===== config.mk =====
export PLATFORM = sky130hd
export DESIGN_NAME = mem_arbiter
export DESIGN_NICKNAME = d
export VERILOG_FILES = /design/src/rtl/mem_arbiter.sv
export SDC_FILE = /design/constraint.sdc
export NUM_CORES = 1
export LEC_CHECK = 0
export BUFFER_PORTS_ARGS = -buffer_cell sky130_fd_sc_hd__buf_2
export CAP_MARGIN = 10
export CORE_UTILIZATION = 50
export DETAILED_ROUTE_END_ITERATION = 8
export GPL_TIMING_DRIVEN = 0
export PLACE_DENSITY = 0.95
export SLEW_MARGIN = 20
export SYNTH_ARGS = -nofsm -noshare
export SYNTH_HDL_FRONTEND = slang
export SYNTH_SLANG_ARGS = --single-unit

===== constraint.sdc =====
create_clock -name clock -period 2.5 [get_ports clock]
set_input_delay 0.5 -clock clock [delete_from_list [all_inputs] [get_ports clock]]
set_output_delay 0.5 -clock clock [all_outputs]
set_load 0.02 [all_outputs]

===== src/rtl/mem_arbiter.sv =====
// Arbiter sharing one fixed-latency, single-port memory between instruction fetch
// and data access; data has priority, with a starvation guard that forces a fetch grant.
module mem_arbiter #(
  parameter int ADDR_W     = 8,
  parameter int DATA_W     = 32,
  parameter int MEM_LAT    = 2,
  parameter int STARVE_MAX = 3
) (
  input  logic              clock,
  input  logic              reset,
  input  logic              if_req,
  input  logic [ADDR_W-1:0] if_addr,
  output logic              if_ack,
  output logic [DATA_W-1:0] if_rdata,
  input  logic              d_req,
  input  logic              d_we,
  input  logic [ADDR_W-1:0] d_addr,
  input  logic [DATA_W-1:0] d_wdata,
  output logic              d_ack,
  output logic [DATA_W-1:0] d_rdata,
  output logic              mem_en,
  output logic              mem_we,
  output logic [ADDR_W-1:0] mem_addr,
  output logic [DATA_W-1:0] mem_wdata,
  input  logic [DATA_W-1:0] mem_rdata,
  output logic              stall_fetch,
  output logic              stall_mem,
  output logic              busy
);

  localparam int CNT_W = (MEM_LAT > 1) ? $clog2(MEM_LAT) : 1;
  localparam int STV_W = (STARVE_MAX > 0) ? $clog2(STARVE_MAX + 1) : 1;
  localparam logic [CNT_W-1:0] CNT_INIT = CNT_W'(MEM_LAT - 1);
  localparam logic [STV_W-1:0] STV_MAX  = STV_W'(STARVE_MAX);

  typedef enum logic [1:0] {S_IDLE, S_ACCESS, S_RESP} state_t;

  state_t            r_state, w_next;
  logic [CNT_W-1:0]  r_cnt;
  logic [STV_W-1:0]  r_starve;
  logic              r_src;      // 1 = data requester owns the access
  logic              r_we;
  logic [ADDR_W-1:0] r_addr;
  logic [DATA_W-1:0] r_wdata;
  logic [DATA_W-1:0] r_if_rdata;
  logic [DATA_W-1:0] r_d_rdata;

  logic w_any_req, w_grant_d, w_last;

  assign w_any_req = if_req | d_req;
  assign w_grant_d = d_req & ~(if_req & (r_starve == STV_MAX));
  assign w_last    = (r_cnt == '0);

  always_ff @(posedge clock) begin
    if (!reset) r_state <= S_IDLE;
    else        r_state <= w_next;
  end

  always_comb begin
    w_next = r_state;
    case (r_state)
      S_IDLE:   if (w_any_req) w_next = S_ACCESS;
      S_ACCESS: if (w_last)    w_next = S_RESP;
      S_RESP:                  w_next = S_IDLE;
      default:                 w_next = S_IDLE;
    endcase
  end

  always_ff @(posedge clock) begin
    if (!reset) begin
      r_cnt      <= '0;
      r_starve   <= '0;
      r_src      <= 1'b0;
      r_we       <= 1'b0;
      r_addr     <= '0;
      r_wdata    <= '0;
      r_if_rdata <= '0;
      r_d_rdata  <= '0;
    end else begin
      case (r_state)
        S_IDLE: begin
          if (w_any_req) begin
            r_cnt   <= CNT_INIT;
            r_src   <= w_grant_d;
            r_we    <= w_grant_d & d_we;
            r_addr  <= w_grant_d ? d_addr : if_addr;
            r_wdata <= w_grant_d ? d_wdata : '0;
            // A contested data win implies r_starve < STV_MAX, so this saturates
            if (!w_grant_d)  r_starve <= '0;
            else if (if_req) r_starve <= r_starve + 1'b1;
          end
        end
        S_ACCESS: begin
          if (!w_last) begin
            r_cnt <= r_cnt - 1'b1;
          end else if (!r_we) begin
            if (r_src) r_d_rdata  <= mem_rdata;
            else       r_if_rdata <= mem_rdata;
          end
        end
        default: ;
      endcase
    end
  end

  assign mem_en      = (r_state == S_ACCESS);
  assign mem_we      = mem_en & r_we;
  assign mem_addr    = r_addr;
  assign mem_wdata   = r_wdata;
  assign if_ack      = (r_state == S_RESP) & ~r_src;
  assign d_ack       = (r_state == S_RESP) &  r_src;
  assign if_rdata    = r_if_rdata;
  assign d_rdata     = r_d_rdata;
  assign stall_fetch = if_req & ~if_ack;
  assign stall_mem   = d_req & ~d_ack;
  assign busy        = (r_state != S_IDLE);

endmodule


Word level (Yosys, flattened, before mapping)
Index checks and enable logic that the tools add are counted.

Add/subtract/negate cells: 2. Eq/ne operators: 6. Muxes and demuxes: 10. Bitwise logic cells: 15. Reduce and logical (&&, ||, !) cells: 9.

Operators with widths (count): $mux W32 (1); $and A1 B1 Y1 (8); $mux W2 (4); $mux W8 (1); $reduce_and A4 Y1 (2); $ne A2 B2 Y1 const B (3); $not A1 Y1 (6); $reduce_and A2 Y1 (3); $eq A2 B2 Y1 const B (2); $pmux W2 S2 (1); $reduce_bool A2 Y1 (2); $reduce_and A3 Y1 (1); $add A2 B1 Y2 const B (1); $eq A2 B1 Y1 const B (1); $logic_not A2 Y1 (1); $mux W1 (2); $pmux W1 S2 (1); $or A1 B1 Y1 (1); $sub A1 B1 Y1 const B (1).

Flip-flop bits (word level): 111. Input port bits: 85. Output and inout port bits: 111. Word-level logic and storage cells: 51.

Longest topological paths before layout
Gate-level depths: netlist (run 1).

Word-level depth: 6. Mapped depth: 6. Gate-level depth less buffers: 4.

Least setup slack after synthesis (run 1)
No wires, ideal clock.

Path type: register to output. From: register r_src. To: output port stall_fetch. Arrival: 1.201 ns. Data required time: 2.000 ns. Slack: 0.799 ns. Stages on the path, launching flop included: 3. Buffers on the path: 0. Path through: dfxtp_1 > nor3b_1 > nor2b_1.

Longest elaborated chain between the ends: 4.

RTL lines: from (decl) (RTL line 41) `logic r_src;`; from (signal assigned) (RTL line 84) `r_src <= w_grant_d;`; $not A1 Y1 (RTL line 110) `assign if_ack = (r_state == S_RESP) & ~r_src;`; $and A1 B1 Y1 (RTL line 110); via if_ack (RTL line 13) `output logic if_ack,`; $not A1 Y1 (RTL line 114) `assign stall_fetch = if_req & ~if_ack;`; $and A1 B1 Y1 (RTL line 114); to (decl) (RTL line 26) `output logic stall_fetch,`.

The timed path passes the listed nets, and every way through them passes these cells.

Final worst setup path (run 1)
From: register r_state[1]. To: output port busy.

Longest elaborated chain between the ends: 1.

RTL lines: from (decl) (RTL line 38) `state_t r_state, w_next;`; from (signal assigned) (RTL line 56) `else r_state <= w_next;`; $reduce_bool A2 Y1 (RTL line 116) `assign busy = (r_state != S_IDLE);`; to (decl) (RTL line 28) `output logic busy`.

Every way passes these cells.

==> summary.txt, run 1 <==
Logic synthesis
  – Syn Nets: 489
  – Post-synth EDFFs: 0
  – Yosys warns: 0
  – Main synth FF type: dfxtp_1
  – Mapped Area: 4150 sq um
  – Synth cell types: 31
  – Yosys reg bits: 111
  – Async set or reset register ratio after synthesis: 0
  – Top post-synthesis cells by area: dfxtp_1 54%, mux2i_1 15%, nand2_1 11%
  – Mapped Avg Cell Area: 10.3 sq um
  – Top-area cell type share of the netlist area: 0.536
  – Commonest cells post-synth: 119 x nand2_1, 111 x dfxtp_1, 64 x mux2i_1
  – Cell with the most instances after synthesis: nand2_1
  – Sequential fraction of the synthesis area: 0.536
  – Synth area leader: dfxtp_1
  – Syn Inst Count: 403

Global route
  – Vias in the first global route: 3549
  – Global-route wire length before repair: 16400 microns
  – Initial antenna violation count: 0
  – Pin count of the biggest net entering global routing: 22
  – GRT Total Usage: 0.240
  – Congestion Overflow GR: 0

Clock network
  – Post-CTS setup buffers: 0
  – CTS Buf Count: 9
  – CTS tree: done
  – Worst-Skew Late Latency: 0.37 ns
  – H-tree Lvls: 3
  – Clk sink count: 111
  – Clk slew on worst S/H paths: 0.11 ns
  – CTS root buffer: clkbuf_8
  – Clk buf depth: 2
  – Post-CTS sizing: 0
  – Hold-fix buffers at CTS: 0

Layout
  – Area of the multi-input gates: 1700 sq um
  – Fin nets: 695
  – Final Util: 0.691
  – Layout cells sized above 1: 0.388
  – Synthesis-to-finish area growth: 31.5%
  – # fillers: 612
  – FF+latch area: 2220 sq um
  – # diodes: 0
  – Non-Filler Instances: 716

Worst setup path
  – CP delay by family, top: buffers and inverters
  – Startpoint types: flop
  – Worst reg2reg path depth: 5
  – Crit-path cells: nor2_2, buf_2, inv_1, buf_2
  – CP Max Fanout: 10
  – Worst flop-to-flop path endpoint: mem_addr[0]$_SDFFE_PN0P_
  – Max stage delay cell, worst path: dfxtp_1
  – Setup CP Type: reg2out
  – Reg2Reg Setup Slack: 0.96 ns
  – Max stage delay on crit path: 0.35 ns
  – WP buf/inv: 3
  – CP endpoint kind: output pin
  – Reg2reg start: r_starve[0]$_SDFFE_PN0P_
  – CP dominant cell by count: buf_2
  – Arrival time worst endpoint: 1.51 ns
  – Worst Path Required: 2.00 ns

Power
  – PwrDens: 668 nW/um^2
  – P_leak: 2.83 nW
  – Worst VDD drop: 394 uV
  – Total design power: 3.64 mW

Placement
  – Routability cong.: 0.831
  – Port bufs: 195
  – Post-Place Cells: 700
  – Post-DP HPWL: 8020 microns

Routing
  – Vias: 3697
  – Total Wirelength: 10400 microns
  – WL/cell: 14.5 microns
  – Post-route ant nets: 0
  – Drt first pass iters: 4
  – Vias/cell: 5.16
  – # DRC: 0
  – DR iter-0 viols: 65

Floorplanning
  – Initial Utilization: 0.526
  – Total core area: 7890 sq um
  – Die H: 93.1 microns
  – Die width: 93.1 microns
  – Die area: 8660 sq um
  – Cell row count: 32
  – Num ports: 196

STA
  – Max Fclk: 0.499 GHz
  – Setup TNS: 0 ns
  – Slew Limit Fails: 0
  – Final hold vios: 0
  – Clock Skew: 0.0154 ns
  – Fin crit share: 0.802
  – Tmin final: 2.01 ns
  – Final setup viols: 0
  – Slew headroom: 0.631
  – Unrepaired setup endpoints after global routing: no
  – Worst Tran Pin Value: 0.550 ns

Job
  – Max-Cap Viols: 0

Hold path
  – Hold EP: mem_wdata[12]$_SDFFE_PN0P_
  – WHS Path Cells: 2
  – Hold path startpoint: d_wdata[12]
  – Hold Path Class: in2reg

Outcome
  – Status: completed
-- flip-flops by register name, summed over array words and instances, names as in the netlist --
register,count
mem_wdata,32
r_starve,2
if_rdata,32
r_cnt,1
mem_addr,8
r_state,2
r_we,1
d_rdata,32
r_src,1
-- cells in the final DEF, fill, tap and decap left out, types with 3 or more instances in the layout --
cell      synthesis  routed
mux2i_1          64      64
and2_1            3       3
clkbuf_1         10      10
buf_6            13      13
a311oi_1          8       8
nand2_1         119     119
a22o_1           33      33
a21oi_1          11      11
clkbuf_8          0       9
dfxtp_1         111     111
buf_2             5     200
-- power by group --
| part | leakage, nW | switching [mW] | internal [mW] |
|---|---|---|---|
| Sequential | 0.905 | 0.0632 | 1.88 |
| Clock | 0.102 | 0.652 | 0.397 |
| Combinational | 1.83 | 0.387 | 0.269 |
| Total | 2.83 | 1.10 | 2.54 |
-- logic make-up (layout without fill, tap and decap cells) --
logic type | count (synthesis) | in the layout | synth area share
mux | 64 | 64 | 0.155
simple gates | 136 | 136 | 0.140
compound gates | 58 | 58 | 0.112
flops | 111 | 111 | 0.536
fa+ha+maj | 1 | 1 | 0.00302
buf+inv | 33 | 244 | 0.0549
-- layer usage --
layer | up-vias | part of all wire | track usage
met1 | 1721 | 0.40 | 0.261
met5 | - | 0 | 0
met2 | 151 | 0.50 | 0.430
met3 | 25 | 0.078 | 0.0756
met4 | 0 | 0.024 | 0.0974
li1 | 1800 | - | -
-- final cells by class --
class                           count  area share
Timing Repair Buffer              195       0.179
Sequential cell                   111       0.408
Clock buffer                        9      0.0227
Multi-Input combinational cell    259       0.311
Tap cell                          102      0.0234
Buffer                             30      0.0397
Clock inverter                      7      0.0145
Inverter                            3     0.00207
-- per-stage QoR --
step | setup WS, ns | hold slack [ns] | instance area [sq um]
floorplan | 0.799 | 0.450 | 4150
global placement | 0.840 | 0.439 | 5250
detailed placement | 0.806 | 0.445 | 5250
CTS | 0.491 | 0.327 | 5450
global route | 0.384 | 0.333 | 5450
finish | 0.494 | 0.342 | 5450
-- how the worst max path moves through the flow --
stage	startpoint	to	slack, ns	cells after the start
2_1_floorplan	r_src$_SDFFE_PN0P_	stall_fetch	0.80	2
3_3_place_gp	reset	if_rdata[14]$_SDFFE_PN0P_	0.84	5
3_5_place_dp	reset	if_rdata[14]$_SDFFE_PN0P_	0.81	5
4_1_cts	r_state[1]$_SDFFE_PN0P_	busy	0.49	4
5_1_grt	r_state[1]$_SDFFE_PN0P_	busy	0.38	4
6_report	r_state[1]$_SDFFE_PN0P_	busy	0.49	4
(Power assumes the default switching activity.)
==> run 2, diff against run 1 <==
--- a/config.mk
+++ b/config.mk
@@ -5,12 +5,13 @@
 export SDC_FILE = /design/constraint.sdc
 export NUM_CORES = 1
 export LEC_CHECK = 0
+export ABC_AREA = 1
 export BUFFER_PORTS_ARGS = -buffer_cell sky130_fd_sc_hd__buf_2
 export CAP_MARGIN = 10
-export CORE_UTILIZATION = 50
+export CORE_UTILIZATION = 43
 export DETAILED_ROUTE_END_ITERATION = 8
 export GPL_TIMING_DRIVEN = 0
-export PLACE_DENSITY = 0.95
+export PLACE_DENSITY = 0.86
 export SLEW_MARGIN = 20
 export SYNTH_ARGS = -nofsm -noshare
 export SYNTH_HDL_FRONTEND = slang
==> constraint.sdc (replaced) <==
create_clock -name clock -period 1.7 [get_ports clock]
set_input_delay 0.34 -clock clock [delete_from_list [all_inputs] [get_ports clock]]
set_output_delay 0.34 -clock clock [all_outputs]
set_load 0.02 [all_outputs]
==> run 2 against run 1 <==
Effect of this change:
- clock skew shrank 0.00055 ns
- worst hold slack lost 0.12 ns
- cell count grew 42%
- critical path depth grew 1
- critical path type unchanged
- highest routed layer unchanged
==> summary.txt, run 2 <==
Logic synthesis
  – Top post-synthesis cells by area: dfxtp_1 47%, nand4_1 13%, nor2_1 12%
  – Sequential fraction of the synthesis area: 0.470
  – Syn Inst Count: 669
  – Mapped Area: 4730 sq um
  – Yosys warns: 0
  – Mapped Avg Cell Area: 7.07 sq um
  – Yosys reg bits: 111
  – Async set or reset register ratio after synthesis: 0
  – Main synth FF type: dfxtp_1
  – Top-area cell type share of the netlist area: 0.470
  – Commonest cells post-synth: 154 x nor2_1, 138 x nand2_1, 111 x dfxtp_1
  – Syn Nets: 755
  – Cell with the most instances after synthesis: nor2_1
  – Synth area leader: dfxtp_1
  – Post-synth EDFFs: 0
  – Synth cell types: 19

Placement
  – Post-Place Cells: 999
  – Post-DP HPWL: 10100 microns
  – Routability cong.: 0.871
  – Area after DPL: 5870 sq um
  – Port bufs: 194

Worst setup path
  – Startpoint types: flop
  – Setup CP Type: reg2out
  – CP delay by family, top: buffers and inverters
  – Crit-path cells: buf_6, clkbuf_16, o21ai_2, inv_1, buf_4
  – CP endpoint kind: output pin
  – Max stage delay on crit path: 0.32 ns
  – CP Max Fanout: 10
  – Arrival time worst endpoint: 1.30 ns
  – Max stage delay cell, worst path: dfxtp_1
  – WP buf/inv: 4
  – Worst Path Required: 1.36 ns

STA
  – Slew Limit Fails: 0
  – Fin crit share: 0.963
  – Unrepaired setup endpoints after global routing: yes
  – Tmin final: 1.64 ns
  – Final hold vios: 0
  – Worst Tran Pin Value: 0.548 ns
  – Max Fclk: 0.611 GHz
  – Clock Skew: 0.0148 ns
  – Final setup viols: 0
  – Slew headroom: 0.635
  – Setup TNS: 0 ns

Routing
  – Post-route ant nets: 0
  – # DRC: 0
  – DR iter-0 viols: 209
  – Total Wirelength: 13400 microns
  – WL/cell: 13.2 microns
  – Drt first pass iters: 5
  – Vias/cell: 5.00
  – Vias: 5082

Layout
  – Non-Filler Instances: 1017
  – # fillers: 1013
  – Fin nets: 963
  – Area of the multi-input gates: 2030 sq um
  – Design area: 6170 sq um
  – Layout cells sized above 1: 0.299
  – Final Util: 0.587
  – Synthesis-to-finish area growth: 30.5%
  – FF+latch area: 2230 sq um
  – Most common cell after layout, fill and taps aside: buf_2
  – # diodes: 0
  – Commonest non-fill, non-tap cells in the layout: 213 x buf_2, 154 x nor2_1, 137 x nand2_1

Clock network
  – CTS Buf Count: 9
  – Clk slew on worst S/H paths: 0.11 ns
  – Worst-Skew Late Latency: 0.37 ns
  – Clk sink count: 111
  – CTS root buffer: clkbuf_8
  – H-tree Lvls: 3
  – CTS tree: done
  – Hold-fix buffers at CTS: 0
  – Clk buf depth: 2

Power
  – PwrDens: 966 nW/um^2
  – Sw Pwr: 2.00 mW
  – Register share of total power: 0.488
  – Sw Share: 0.335
  – Clock Power Share: 0.261
  – Internal: 3.96 mW
  – P_leak: 3.15 nW
  – Worst VDD drop: 629 uV
  – Total design power: 5.96 mW
  – Gate power share: 0.252

Floorplanning
  – Die area: 11400 sq um
  – Initial Utilization: 0.450
  – Die width: 107 microns
  – Die H: 107 microns
  – Cell row count: 37
  – Num ports: 196
  – Total core area: 10500 sq um

Global route
  – Global-route wire length before repair: 21200 microns
  – Congestion Overflow GR: 0
  – Vias in the first global route: 4672
  – Pin count of the biggest net entering global routing: 20
  – Initial antenna violation count: 0
  – GRT Total Usage: 0.231

Job
  – Max-Cap Viols: 0

Hold path
  – Hold Path Class: in2reg

Outcome
  – Status: completed
run 2: cell types whose count changed in the layout (fill, tap and decap cells not counted), sizes merged, moves of 22 or more:
cell / before / now
mux2i: 64 / 0
a21oi: 12 / 37
nor2: 2 / 158
nand4: 0 / 97
inv: 6 / 54
buf: 215 / 237
a22o: 33 / 0
run 2: timing repair:
item	4_1_cts	5_1_grt
setup endpoints to repair	7	5
setup buffers	1	4
pin swaps	0	2
resized for setup	20	7
run 2: per-stage QoR:
| stage | hold slack (ns) | setup WS [ns] |
|---|---|---|
| after detailed placement | 0.454 | -0.0146 |
| final | 0.225 | 0.0622 |
| after global routing | 0.213 | -0.0133 |
| after CTS | 0.209 | 0.00522 |
| after global placement | 0.449 | -0.0134 |
| after floorplan | 0.445 | 0.277 |
run 2: cell families (layout without fill, tap and decap cells):
kind of cell               after synthesis  after routing  synth area share
DFF                                    111            111             0.470
and+or+nand+nor                        408            408             0.382
adders and majority gates                1              1           0.00264
AOI/OAI and AO/OA                       39             39            0.0413
buffers and inverters                  110            322             0.104
run 2: worst paths after layout:
kind,cells after the start,to,startpoint,slack [ns]
worst max-delay path,5,stall_fetch,r_src$_SDFFE_PN0P_,0.06
worst min-delay path,3,mem_wdata[27]$_SDFFE_PN0P_,d_wdata[27],0.23
worst max register to register,5,mem_wdata[14]$_SDFFE_PN0P_,r_starve[0]$_SDFFE_PN0P_,0.23
worst min register to register,2,mem_wdata[23]$_SDFFE_PN0P_,mem_wdata[23]$_SDFFE_PN0P_,0.47
run 2: power by group through the flow:
stage	sequential [mW]	clock, mW	combinational (mW)
6_report	2.91	1.55	1.50
3_3_place_gp	2.95	0	1.43
3_5_place_dp	2.96	0	1.45
4_1_cts	2.91	1.60	1.48
5_1_grt	2.93	1.67	1.66
2_1_floorplan	3.18	0	0.736
run 2: metal layers:
metal | global-route usage | up-vias | routed length [microns]
li1 | - | 2580 | -
met1 | 0.277 | 2266 | 5740
met5 | 0 | - | 0
met4 | 0.0783 | 0 | 225
met3 | 0.0547 | 22 | 999
met2 | 0.405 | 214 | 6430
run 2: tightest hold or removal path, cell delays in order:
cell	delay [ns]
buf_2	0.09
nand4_1	0.07
a21oi_1	0.05
run 2: cell type report:
| cell class | instances | area share |
|---|---|---|
| Inverter | 53 | 0.0351 |
| Clock inverter | 4 | 0.00628 |
| Buffer | 55 | 0.0523 |
| Multi-Input combinational cell | 448 | 0.329 |
| Timing Repair Buffer | 199 | 0.164 |
| Clock buffer | 11 | 0.0245 |
| Sequential cell | 111 | 0.361 |
| Tap cell | 136 | 0.0276 |
